## config.mk

```make
export PLATFORM = sky130hd
export DESIGN_NAME = dot_product_result_requant
export DESIGN_NICKNAME = d
export VERILOG_FILES = /design/src/rtl/dot_product_result_requant.sv
export SDC_FILE = /design/constraint.sdc
export NUM_CORES = 1
export LEC_CHECK = 0
export CORE_MARGIN = 1.5
export CORE_UTILIZATION = 60
export CTS_CLUSTER_SIZE = 40
export DETAILED_ROUTE_END_ITERATION = 8
export GPL_TIMING_DRIVEN = 0
export PLACE_DENSITY = 0.79
export SLEW_MARGIN = 0
export SYNTH_ARGS = -nofsm -noshare
export SYNTH_HDL_FRONTEND = slang
export SYNTH_SLANG_ARGS = --single-unit
```

## constraint.sdc

```tcl
create_clock -name i_clk -period 3.6 [get_ports i_clk]
set_input_delay 0.36 -clock i_clk [delete_from_list [all_inputs] [get_ports i_clk]]
set_output_delay 0.36 -clock i_clk [all_outputs]
set_load 0.005 [all_outputs]
```

## src/rtl/dot_product_result_requant.sv

```systemverilog
// Requantizes the 48-bit dot-product result stream to W-bit signed values and buffers them
// in a first-word-fall-through FIFO so a stalling consumer does not lose results.
module dot_product_result_requant #(
    parameter int unsigned S           = 48,
    parameter int unsigned W           = 16,
    parameter int unsigned SH          = 6,
    parameter int unsigned DEPTH       = 16,
    parameter int unsigned AFULL_LEVEL = 12
) (
    input  logic                i_clk,
    input  logic                i_reset,
    input  logic [S-1:0]        i_sum,
    input  logic                i_valid,
    input  logic [SH-1:0]       i_shift,
    input  logic                i_clear,
    output logic signed [W-1:0] o_data,
    output logic                o_valid,
    input  logic                i_ready,
    output logic                o_afull,
    output logic                o_overflow,
    output logic [15:0]         o_sat_count
);

    localparam int unsigned AW = $clog2(DEPTH);
    localparam int unsigned CW = AW + 1;
    localparam logic [SH-1:0]     ShMax    = SH'(S - 1);
    localparam logic [CW-1:0]     FullCnt  = CW'(DEPTH);
    localparam logic [CW-1:0]     AfullCnt = CW'(AFULL_LEVEL);
    localparam logic signed [S:0] QMax     = {{(S + 2 - W){1'b0}}, {(W - 1){1'b1}}};
    localparam logic signed [S:0] QMin     = {{(S + 2 - W){1'b1}}, {(W - 1){1'b0}}};
    localparam logic signed [S:0] One      = {{S{1'b0}}, 1'b1};

    // Stage 1: clamp shift, add the rounding half-LSB in S+1 bits so it never wraps
    logic [SH-1:0]     sh_c;
    logic signed [S:0] rnd_c;
    logic signed [S:0] t_c;

    always_comb begin
        sh_c  = (i_shift > ShMax) ? ShMax : i_shift;
        rnd_c = '0;
        if (sh_c != '0) begin
            rnd_c = One <<< (sh_c - SH'(1));
        end
        t_c = $signed({i_sum[S-1], i_sum}) + rnd_c;
    end

    logic              s1_valid_q;
    logic signed [S:0] s1_t_q;
    logic [SH-1:0]     s1_sh_q;

    always_ff @(posedge i_clk or posedge i_reset) begin
        if (i_reset) begin
            s1_valid_q <= 1'b0;
            s1_t_q     <= '0;
            s1_sh_q    <= '0;
        end else begin
            s1_valid_q <= i_valid;
            if (i_valid) begin
                s1_t_q  <= t_c;
                s1_sh_q <= sh_c;
            end
        end
    end

    // Stage 2: arithmetic shift and saturate to W bits
    logic signed [S:0]   q_c;
    logic signed [W-1:0] out_c;
    logic                sat_c;

    always_comb begin
        q_c = s1_t_q >>> s1_sh_q;
        if (q_c > QMax) begin
            out_c = QMax[W-1:0];
            sat_c = 1'b1;
        end else if (q_c < QMin) begin
            out_c = QMin[W-1:0];
            sat_c = 1'b1;
        end else begin
            out_c = q_c[W-1:0];
            sat_c = 1'b0;
        end
    end

    logic                s2_valid_q;
    logic signed [W-1:0] s2_data_q;

    always_ff @(posedge i_clk or posedge i_reset) begin
        if (i_reset) begin
            s2_valid_q <= 1'b0;
            s2_data_q  <= '0;
        end else begin
            s2_valid_q <= s1_valid_q;
            if (s1_valid_q) begin
                s2_data_q <= out_c;
            end
        end
    end

    // Stage 3: FWFT FIFO; occupancy counter spans 0..DEPTH so full and empty never alias
    logic signed [W-1:0] mem_q [DEPTH];
    logic [AW-1:0]       wr_ptr_q;
    logic [AW-1:0]       rd_ptr_q;
    logic [CW-1:0]       count_q;
    logic [CW-1:0]       count_d;
    logic                pop;
    logic                push_ok;
    logic                drop;
    logic                sat_evt;

    always_comb begin
        pop     = (count_q != '0) && i_ready;
        push_ok = s2_valid_q && ((count_q != FullCnt) || pop);
        drop    = s2_valid_q && (count_q == FullCnt) && !pop;
        sat_evt = s1_valid_q && sat_c;
        count_d = count_q;
        if (push_ok && !pop) begin
            count_d = count_q + CW'(1);
        end else if (!push_ok && pop) begin
            count_d = count_q - CW'(1);
        end
    end

    always_ff @(posedge i_clk) begin
        if (push_ok) begin
            mem_q[wr_ptr_q] <= s2_data_q;
        end
    end

    always_ff @(posedge i_clk or posedge i_reset) begin
        if (i_reset) begin
            wr_ptr_q    <= '0;
            rd_ptr_q    <= '0;
            count_q     <= '0;
            o_afull     <= 1'b0;
            o_overflow  <= 1'b0;
            o_sat_count <= '0;
        end else begin
            if (push_ok) begin
                wr_ptr_q <= wr_ptr_q + AW'(1);
            end
            if (pop) begin
                rd_ptr_q <= rd_ptr_q + AW'(1);
            end
            count_q <= count_d;
            o_afull <= (count_d >= AfullCnt);
            // Clear takes priority over a coinciding drop or saturation
            if (i_clear) begin
                o_overflow  <= 1'b0;
                o_sat_count <= '0;
            end else begin
                if (drop) begin
                    o_overflow <= 1'b1;
                end
                if (sat_evt && (o_sat_count != 16'hFFFF)) begin
                    o_sat_count <= o_sat_count + 16'd1;
                end
            end
        end
    end

    assign o_valid = (count_q != '0);
    assign o_data  = o_valid ? mem_q[rd_ptr_q] : '0;

endmodule

```

After elaboration in Yosys (flattened, before gate mapping)
Memory sizes are Yosys's and may differ from the RTL's.
Index checks and enable logic that the tools add are counted.
- shift-type cells: 2
- equal/unequal tests: 3
- reductions and logical operators: 15
- $add $sub $neg: 7
- multiplexer cells: 15
- order comparisons: 4
- operators with widths (cell ; number):
    16-bit two-way mux ; 5
    48-bit by 49-bit adder with 49-bit output ; 1
    49-bit by 16-bit > comparator with 1-bit output (second input constant) ; 1
    49-bit by 16-bit < comparator with 1-bit output (second input constant) ; 1
    49-bit two-way mux ; 1
    2-bit by 6-bit <<< shifter with 49-bit output (first input constant) ; 1
    49-bit by 6-bit >>> shifter with 49-bit output ; 1
    16-bit by 1-bit adder with 16-bit output (second input constant) ; 1
    16-bit != test (second input constant) ; 1
    5-bit two-way mux ; 2
    4-bit by 1-bit adder with 4-bit output (second input constant) ; 2
    1-bit logical AND ; 8
    6-bit > comparator (second input constant) ; 1
    1-bit two-way mux ; 6
    6-bit two-way mux ; 1
    6-bit nonzero test ; 1
    6-bit by 1-bit subtractor with 6-bit output (second input constant) ; 1
    5-bit by 1-bit adder with 5-bit output (second input constant) ; 1
    5-bit equality test (second input constant) ; 1
    5-bit by 4-bit >= comparator with 1-bit output (second input constant) ; 1
    5-bit != test (second input constant) ; 1
    5-bit nonzero test ; 1
    5-bit by 1-bit subtractor with 5-bit output (second input constant) ; 1
    2-bit nonzero test ; 2
    other kinds (2) ; 3
- bits in writable memories: 256
- input port bits: 59
- word-level logic and storage cells: 58
- output and inout port bits: 35
- memories: 1
- bits in registers: 104
- memory list (name ; words ; width ; read ports ; clocked after Yosys merged registers in ; wr ports ; RTL line ; source):
    mem_q ; 16 ; 16 ; 1 ; 0 ; 1 ; 100 ; logic signed [W-1:0] mem_q [DEPTH];

Depth between registers and ports, before layout
- word-level depth: 9
- depth in mapped cells: 16
- gate-level depth less buffers: 15

Least setup slack after synthesis
Ideal clock, no wire load.
- path kind: input to register
- start point: input i_shift[5]
- end point: register s1_t_q[46]
- buffers on the path: 1
- arrival time: 3732 ps
- slack: -263 ps
- stages on the path: 15
- setup time: 131 ps
- path through: or2_2 clkbuf_1 nor2_1 ha_1 fa_1 a211oi_1 or4_1 nand3_1 o21ai_0 a2111oi_1 o31ai_1 o21ai_1 a221oi_1 and4b_1 or3_1
- word-level cells in the longest chain between the ends: 6
- RTL lines (what ; RTL line ; source):
    from (decl) ; 14 ; input logic [SH-1:0] i_shift,
    6-bit > comparator ; 39 ; sh_c = (i_shift > ShMax) ? ShMax : i_shift;
    6-bit two-way mux * ; 39 ;
    6-bit by 1-bit subtractor with 6-bit output ; 42 ; rnd_c = One <<< (sh_c - SH'(1));
    2-bit by 6-bit <<< shifter with 49-bit output ; 42 ;
    49-bit two-way mux * ; 41 ; if (sh_c != '0) begin
    48-bit by 49-bit adder with 49-bit output * ; 44 ; t_c = $signed({i_sum[S-1], i_sum}) + rnd_c;
    to (signal assigned) ; 59 ; s1_t_q <= t_c;
    to (decl) ; 48 ; logic signed [S:0] s1_t_q;
Mark *: on every way between the ends. The rest lies on a longest branch, timed or not.
A chain may end at the register's enable or synchronous reset.

Final worst setup path
- start point: register s1_sh_q[1]
- end point: register o_sat_count[14]
- word-level cells in the longest chain between the ends: 7
- RTL lines (what ; RTL line ; source):
    from (decl) ; 49 ; logic [SH-1:0] s1_sh_q;
    from (signal assigned) ; 55 ; s1_sh_q <= '0;
    from (signal assigned) ; 60 ; s1_sh_q <= sh_c;
    49-bit by 6-bit >>> shifter with 49-bit output * ; 71 ; q_c = s1_t_q >>> s1_sh_q;
    49-bit by 16-bit < comparator with 1-bit output ; 75 ; end else if (q_c < QMin) begin
    1-bit two-way mux ; 75 ;
    1-bit two-way mux * ; 72 ; if (q_c > QMax) begin
    1-bit logical AND * ; 114 ; sat_evt = s1_valid_q && sat_c;
    1-bit logical AND * ; 154 ; if (sat_evt && (o_sat_count != 16'hFFFF)) begin
    2-bit nonzero test (no source line) * ; - ;
    to (signal assigned) ; 155 ; o_sat_count <= o_sat_count + 16'd1;
    to (decl) ; 21 ; output logic [15:0] o_sat_count
Marked as above.

==> metrics.txt <==
NetSw 4.76 mW; GPL Wtd Cong 0.980; FF-to-FF End o_sat_count[14]; DRT Pass-1 Iters 5; YS warnings 0; H-tree Lvls 2; Die Wd 190 microns; CTS tree built; Synth area leader edfxtp_1; routed len/inst 26.0 microns; Worst EP arrival 4.07 ns; clock latency reported for the late side of the worst-skew pair 0.54 ns; Netlist cell types 89; sw frac 32.3%; final core utilization 73.5%; I/O pin cnt 94; Hold Path End s1_sh_q[3]; Area contributors post-synth edfxtp_1 37%, mux4_2 14%, dfrtp_1 12%; Synth Register Bits 360; peak supply drop 0.000540 V; core area 34500 sq um; worst r2r src s1_sh_q[1]; crit path kind flip-flop to flip-flop; nets@finish 1983; final slew viol count 0; Flop pwr share 37.5%; Hold Path Depth 3; number of global-route vias before repair 15500; cell area after layout 25300 sq um; Post-Syn Area per Cell 12.6 sq um; Cell Area, Placed 22900 sq um; Min-Delay Path Class input port to flip-flop; hold_buf cts 0; pwr dens 582 nW/um^2; number of synthesized flops with an enable pin 256; Comb pwr share 36.5%; FMAX 0.273 GHz; DRC Markers 0; P_int 9.97 mW; Slew headroom 39.8%; fin crit share 102%; Initial Utilization 60.9%; most used flip-flop cell after synthesis edfxtp_1; via count 15600; failing checks setup timing; Synth Instances 1670; clock skew 0.0235 ns; syn_nets 1786; CP Max Fanout 7; DRT iter0 DRCs 1606; Setup Viol. Count Final 3; Tightest Pin Transition 0.903 ns; CTS root buffer clkbuf_16; Reg clk slew, reported paths 0.06 ns; Mapped Area 21000 sq um; PnR worst setup slack -0.0646 ns; largest net degree at the start of global routing 54; final antenna diode count 0; DP HPWL 42800 microns; IO buf count 93; CTS Buf Count 36; Max Buffers Root-to-Sink 3; RSZ-0062 raised after global routing yes; clock sink count 360; minimum clock period after layout 3.66 ns; grt total ovfl 0; run status finished with violations; Chip Height 190 microns; worst reg2reg setup slack -0.06 ns; Setup crit end kind flip-flop; All-Layer GR Usage 34.2%; FP Rows 68; Clk pwr share 26.0%; vias per cell 6.63; routed wire length 61100 microns; area of the die 36100 sq um; Critical Path RT 4.01 ns; Hold Vio Cnt, Final 0; Layout fillers 2312; max cap viols 0; nature of the critical path startpoint flip-flop; layout cell share with drive strength beyond 1 27.9%; initial antenna violation count 0; Min-Delay Startpoint i_shift[3]; sequential area share after synthesis 49.0%; P&R area growth vs syn 20.6%; leakage 9.21 nW; top cell type's share of synthesized area 36.6%; ys async rst share 28.9%; global-route wire length before repair 92700 microns; DRT antenna net count 0; worst r2r path cells 15
## how the worst max path moves through the flow
stage | slack (ns) | from | cells after the start | end
after floorplan | 0.01 | i_shift[5] | 15 | s1_t_q[40]
after global placement | -1.40 | i_shift[1] | 15 | s1_t_q[47]
after detailed placement | -1.40 | i_shift[1] | 15 | s1_t_q[47]
after CTS | -0.01 | rd_ptr_q[0] | 6 | o_data[9]
after global routing | -0.13 | s1_sh_q[3] | 16 | o_sat_count[8]
final | -0.06 | s1_sh_q[1] | 15 | o_sat_count[14]
## through the flow
| step | power (mW) | setup TNS (ns) | setup slack (ns) | hold slack (ns) | instances |
|---|---|---|---|---|---|
| floorplan | 8.60 | 0 | 0.0113 | 0.391 | 1670 |
| global placement | 10.2 | -213.21 | -1.40 | 0.486 | 2218 |
| detailed placement | 10.5 | -44.81 | -1.40 | 0.489 | 2239 |
| CTS | 14.5 | -0.0131 | -0.0131 | 0.333 | 2314 |
| global route | 15.2 | -0.591 | -0.128 | 0.337 | 2348 |
| finish | 14.7 | -0.162 | -0.0646 | 0.264 | 2348 |
## power groups by stage
stage | Sequential (mW) | Combinational (mW) | Clock [mW]
after floorplan | 5.37 | 3.23 | 0
after global placement | 5.50 | 4.67 | 0
after detailed placement | 5.54 | 4.96 | 0
after CTS | 5.51 | 5.14 | 3.87
after global routing | 5.58 | 5.66 | 4.01
final | 5.53 | 5.37 | 3.83
## sequential cells by signal, indices dropped and copies added, names as in the netlist
name / count
mem_q: 256
s1_t_q: 49
o_sat_count: 16
s2_data_q: 16
s1_sh_q: 6
count_q: 5
rd_ptr_q: 4
wr_ptr_q: 4
o_afull: 1
o_overflow: 1
s1_valid_q: 1
s2_valid_q: 1
## logic make-up (layout without fill, tap and decap cells)
kind of cell,after synthesis,after routing,synth area share (%)
buffers and inverters,135,358,3.04
flip-flops,360,360,49.0
AND/OR/NAND/NOR,467,467,11.0
multiplexers,259,259,21.3
XOR/XNOR,46,46,1.92
adder cells (fa/ha/maj),57,57,3.43
AO/OA/AOI/OAI,345,345,10.4
other,1,1,0.0179
## layout by cell type, fill, tap and decap left out, types with 50 or more instances in the layout
cell type,netlist,final
nand2_1,108,102
a21oi_1,117,109
nor2_1,160,133
mux4_2,133,136
ha_1,56,50
edfxtp_1,256,256
o21ai_0,81,67
clkdlybuf4s50_1,0,87
dfrtp_1,104,104
mux2_2,69,63
## cell type report
| type | count | area (sq um) | share of cell area [%] |
|---|---|---|---|
| multi-input combinational | 1175 | 10800 | 42.6 |
| sequential | 360 | 10300 | 40.6 |
| timing repair buffer | 163 | 1690 | 6.66 |
| clock buffer | 43 | 927 | 3.66 |
| buffer | 97 | 677 | 2.67 |
| tap | 455 | 569 | 2.25 |
| clock inverter | 21 | 253 | 0.998 |
| inverter | 34 | 131 | 0.519 |
## routing by layer
layer / track usage, % / vias to the layer above / wire length (microns)
met3: 3.60 / 171 / 3740
met1: 43.4 / 7744 / 23400
met4: 14.4 / 0 / 2870
met5: 0 / - / 0
li1: - / 6886 / -
met2: 60.1 / 758 / 31100
## Yosys cell counts, types with 7 or more instances
master    number
mux4_2       133
buf_2         11
xor2_1        15
or3_1          7
dfrtp_1      104
a21oi_1      117
a21o_1        25
inv_1         31
nand4_1       13
nor2_1       160
o21ai_0       81
a31oi_1        9
edfxtp_1     256
nand3_1       33
clkbuf_1      55
nand2_1      108
ha_1          56
and2_1        24
buf_6         12
mux2_2        69
buf_1         19
a211oi_1      19
mux2i_1       43
o211ai_1      14
nand2b_1      17
and3_1        10
nor2b_1       15
xnor2_1       31
and4_1         7
nor3_1        26
o21a_1         9
## what timing repair did
item | in CTS | in global routing
buffers inserted | 13 | 32
setup endpoints to repair | 68 | 57
gates cloned | 0 | 4
gates resized for setup | 140 | 127
pin swaps | 14 | 28
## critical path, stage by stage (launching register included)
cell and delay, ns:
dfrtp_1 0.34, buf_6 0.16, buf_12 0.16, mux4_2 0.55, mux2_4 0.31, mux4_2 0.54
o211ai_2 0.12, a2111oi_4 0.06, a41oi_2 0.22, o21a_4 0.18, nor2_4 0.05, buf_6 0.12
buf_12 0.13, buf_4 0.13, nor4_4 0.14, mux2_4 0.32
Power figures use the tool's default switching activity.
